<file path="src/rtl/jk_pkg.sv">
`default_nettype none
// ============================================================================
// Module  : jk_pkg
// Brief   : FSM state encoding and JK next-state function shared by the
//           JK target counter RTL.
// Revision: 1.0 - initial release
// ============================================================================
package jk_pkg;

    typedef enum logic [1:0] {
        ST_IDLE = 2'd0,
        ST_RUN  = 2'd1,
        ST_DONE = 2'd2
    } jk_state_e;

    // Classic JK characteristic: 00 hold, 01 reset, 10 set, 11 toggle.
    function automatic logic jk_next(input logic q, input logic j, input logic k);
        logic n;
        case ({j, k})
            2'b00:   n = q;
            2'b01:   n = 1'b0;
            2'b10:   n = 1'b1;
            default: n = ~q;
        endcase
        return n;
    endfunction

endpackage : jk_pkg
`default_nettype wire

</file>
<file path="src/rtl/jk_stage.sv">
`default_nettype none
// ============================================================================
// Module  : jk_stage
// Brief   : Single rising-edge JK flip-flop with asynchronous active-high
//           reset to 0.
// Revision: 1.0 - initial release
// ============================================================================
module jk_stage
    import jk_pkg::*;
(
    input  logic clk,
    input  logic rst,
    input  logic j,
    input  logic k,
    output logic q
);

    always_ff @(posedge clk or posedge rst) begin
        if (rst) begin
            q <= 1'b0;
        end else begin
            q <= jk_next(q, j, k);
        end
    end

endmodule : jk_stage
`default_nettype wire

</file>
<file path="src/rtl/jk_target_counter.sv">
`default_nettype none
// ============================================================================
// Module  : jk_target_counter
// Brief   : Steps a WIDTH-bit register of JK stages toward a requested target,
//           one count per clock, with valid/ready target intake and done pulse.
//           Define JK_EXCITE_OBS_EN to expose the live J/K vectors (obs_j/k).
// Revision: 1.0 - initial release
// ============================================================================
module jk_target_counter
    import jk_pkg::*;
#(
    parameter int WIDTH = 4
) (
    input  logic             C,
    input  logic             RESET,
    input  logic             in_valid,
    input  logic [WIDTH-1:0] in_target,
    output logic             in_ready,
    output logic [WIDTH-1:0] q,
    output logic             busy,
    output logic             done,
    output logic             dir_up
`ifdef JK_EXCITE_OBS_EN
    ,
    output logic [WIDTH-1:0] obs_j,
    output logic [WIDTH-1:0] obs_k
`endif
);

    jk_state_e        state;
    jk_state_e        state_nxt;
    logic [WIDTH-1:0] target;
    logic [WIDTH-1:0] q_step;
    logic [WIDTH-1:0] toggle;
    logic             accept;

    assign in_ready = (state == ST_IDLE);
    assign busy     = (state == ST_RUN);
    assign done     = (state == ST_DONE);
    assign accept   = in_valid & in_ready;
    assign q_step   = dir_up ? (q + 1'b1) : (q - 1'b1);

    always_ff @(posedge C or posedge RESET) begin
        if (RESET) begin
            state <= ST_IDLE;
        end else begin
            state <= state_nxt;
        end
    end

    always_comb begin
        state_nxt = state;
        case (state)
            ST_IDLE: begin
                if (accept) begin
                    state_nxt = (in_target == q) ? ST_DONE : ST_RUN;
                end
            end
            ST_RUN: begin
                if (q_step == target) begin
                    state_nxt = ST_DONE;
                end
            end
            ST_DONE: state_nxt = ST_IDLE;
            default: state_nxt = ST_IDLE;
        endcase
    end

    // Direction only changes on a real run; a zero-distance target keeps the last one.
    always_ff @(posedge C or posedge RESET) begin
        if (RESET) begin
            target <= '0;
            dir_up <= 1'b1;
        end else if (accept) begin
            target <= in_target;
            if (in_target != q) begin
                dir_up <= (in_target > q);
            end
        end
    end

    // Binary counter as toggle stages: bit i flips when all lower bits are
    // 1 (counting up) or all 0 (counting down).
    always_comb begin : excite
        logic up_run;
        logic dn_run;
        toggle = '0;
        up_run = 1'b1;
        dn_run = 1'b1;
        for (int i = 0; i < WIDTH; i++) begin
            toggle[i] = busy & (dir_up ? up_run : dn_run);
            up_run    = up_run & q[i];
            dn_run    = dn_run & ~q[i];
        end
    end

    generate
        for (genvar gi = 0; gi < WIDTH; gi++) begin : g_stage
            jk_stage u_stage (
                .clk (C),
                .rst (RESET),
                .j   (toggle[gi]),
                .k   (toggle[gi]),
                .q   (q[gi])
            );
        end
    endgenerate

`ifdef JK_EXCITE_OBS_EN
    assign obs_j = toggle;
    assign obs_k = toggle;
`endif

endmodule : jk_target_counter
`default_nettype wire

</file>
<file path="config.mk">
export PLATFORM = sky130hd
export DESIGN_NAME = jk_target_counter
export DESIGN_NICKNAME = d
export VERILOG_FILES = /design/src/rtl/jk_pkg.sv /design/src/rtl/jk_stage.sv /design/src/rtl/jk_target_counter.sv
export SDC_FILE = /design/constraint.sdc
export NUM_CORES = 1
export LEC_CHECK = 0
export BUFFER_PORTS_ARGS = -buffer_cell sky130_fd_sc_hd__buf_2
export CORE_AREA = 2 2 43 45
export DETAILED_ROUTE_END_ITERATION = 10
export DIE_AREA = 0 0 45 47
export PLACE_DENSITY = 0.7
export SLEW_MARGIN = 40
export SYNTH_ARGS = -nofsm -noshare
export SYNTH_HDL_FRONTEND = slang
export SYNTH_SLANG_ARGS = --single-unit
</file>
<file path="constraint.sdc">
create_clock -name C -period 2.1 [get_ports C]
set_input_delay 0.105 -clock C [delete_from_list [all_inputs] [get_ports C]]
set_output_delay 0.105 -clock C [all_outputs]
set_load 0.02 [all_outputs]
</file>
==> flow_summary.toml <==
[power_and_ir_drop]
seqPwrFrac = 0.265
p_int_uw = 926
pwr-share-clk = 0.089
power_leakage_nw = 0.432
ir_drop_mv = 0.820
combPwrFrac = 0.646
p_sw_uw = 719
swShare = 0.437
p_total_mw = 1.64
power_density_mw_per_mm2 = 1870

[clock_tree]
cts_root_buf = "clkbuf_4"
cts_buffers = 3
clock_latency_ns = 0.27
cts.reportedPaths.clkPinSlew_ns = 0.07
cts_buffer_depth = 2
cts_resized = 0
cts_sinks = 11
cts_tree = "yes"
htree_levels = 1

[sta]
rsz0062_at_grt = "no"
hold_viol_final = 0
final.setup.tns_ns = 0
drv_slew = 0
tightest_slew_ns = 0.463
min_period_ns = 1.87
final.setup.worst_slack_ns = 0.229
setup_viol = 0
max_freq_mhz = 535
fin_crit_sh = 0.891
max_slew_margin = 0.691
clock_skew_ns = 0.000945

[placed_design]
port_buffers = 14
dp.final_hpwl_mm = 1.12
placed_area_sq_um = 842
gp_congestion = 0.775
pre_cts_slack_ns = 0.245

[synthesis]
netlist_area_sq_um = 793
ys_types = 30
yosys.area.top_type_share = 0.315
yosys_warnings = 0
syn_area_per_cell_sq_um = 10.7
syn_nets = 88
netlist_instances = 74
ys_seq_area_frac = 0.349
synthTopCellsByArea = "dfrtp_1 (32%), ha_1 (9.5%), xnor2_1 (6.6%)"
synth-seq-cells = 11
yosysTopAreaCell = "dfrtp_1"

[min_path]
hold_path_class = "in -> reg"

[drt]
drt_wl_total_mm = 1.41
wl_met3_um = 74
drt_iter0_markers = 4
via_per_inst = 5.18
postRouteAntennaNets = 0
highest-signal-layer = "met4"
drt_pass1_iterations = 2
met1_length_um = 633
drc = 0
via_count = 544
wl_per_cell_um = 13.4
route.met2.wl_um = 678

[die]
core_sq_mm = 0.00165
fp.dieArea_sq_mm = 0.00212
rows = 15
pin_count = 15
fp.dieH_um = 47
start_util = 0.480
die_w_um = 45

[final_layout]
drive_gt1_frac = 0.307
multiInputGateArea_sq_um = 433
nNetsFinal = 103
num_antenna_cells = 0
final_common_cell = "buf_2"
final-seq-area_sq_um = 277
area_growth_pct = 10.7
fin_area_sq_um = 878
final_cell_mix = "buf_2 (14), dfrtp_1 (10), inv_1 (7)"
nFillCells = 156

[global_routing]
grt_pass1_wl_mm = 2.37
grt_antenna_before_repair = 0
grt_pass1_vias = 525
overflow = 0
grt_max_degree = 12
grt_usage = 0.165

[worst_setup_path]
path_class = "reg -> reg"
cp-start-kind = "register"
r2r_slack_ns = 0.23
cp_max_fo = 3
cp-end-kind = "register"
crit_arrival_ns = 2.08
crit_required_ns = 2.31

[flow_run]
drv_cap = 0

[outcome]
status = "completed"
cells in the mapped netlist:
master   count
and2b_1      1
inv_1        7
a31oi_1      1
nand3_1      1
nor4_1       1
xnor2_1      6
xor2_1       3
dfstp_2      1
a21o_1       1
xnor3_1      1
and4_1       1
ha_1         6
a22o_1       1
a21oi_4      1
buf_6        2
fa_1         1
nand2_1      2
nor3b_4      1
buf_2        1
nor2b_1      3
a21oi_1      1
buf_4        4
o21ai_0      3
nor3b_1      1
nor2_1       5
nor3_1       2
mux2_2       4
xnor2_2      1
dfrtp_1     10
o21a_1       1
layer usage:
layer  vias to the layer above  GRT usage
li1                        269          -
met1                       257      0.216
met2                        14      0.257
met3                         4     0.0462
met4                         0     0.0706
met5                         -          0
through the flow:
step,util,hold WS [ns],cells
6_report,0.532,0.0909,105
3_5_place_dp,0.510,0.130,100
4_1_cts,0.532,0.0783,105
3_3_place_gp,0.510,0.124,100
2_1_floorplan,-,-0.0433,74
5_1_grt,0.532,0.0801,105
final timing paths:
path,startpoint,endpoint,cells past startpoint
max,dir_up,state[1],6
min,in_target[0],target[0],2
max reg2reg,dir_up,state[1],6
min reg2reg,g_stage[3].u_stage.q,g_stage[3].u_stage.q,1
max in group asynchronous,RESET,dir_up,3
min in group asynchronous,RESET,g_stage[3].u_stage.q,3
sequential cells by signal (all words and copies together), names as in the netlist:
register / cells
target: 4
state: 2
g_stage.u_stage.q: 4
dir_up: 1
power by group through the flow:
stage | combinational, mW | clock, mW | sequential (mW)
after floorplan | 0.923 | 0 | 0.438
after global placement | 1.03 | 0 | 0.437
after detailed placement | 1.07 | 0 | 0.441
after CTS | 1.07 | 0.158 | 0.436
after global routing | 1.19 | 0.165 | 0.455
final | 1.06 | 0.147 | 0.435
critical path, stage by stage (launching register included):
cell and delay, ns:
dfstp_2 0.53, inv_1 0.07, fa_1 0.41, xnor3_1 0.36, nand3_1 0.10, nor3b_1 0.20
a22o_1 0.14
layout make-up:
class / instances / area share
tap: 17 / 0.0242
multi-input combinational: 49 / 0.493
timing repair buffer: 17 / 0.108
inverter: 7 / 0.0299
sequential: 11 / 0.315
clock buffer: 4 / 0.0299
cells by family after synthesis:
kind of cell	share of synthesized area
compound gates	0.0836
mux	0.0568
buf+inv	0.106
flops	0.349
fa+ha+maj	0.120
xor+xnor	0.148
simple gates	0.137
repair_timing:
item	CTS	global route
setup buffers	0	0
hold buffers	1	0
hold endpoints to repair	10	0
(Power assumes the default switching activity.)
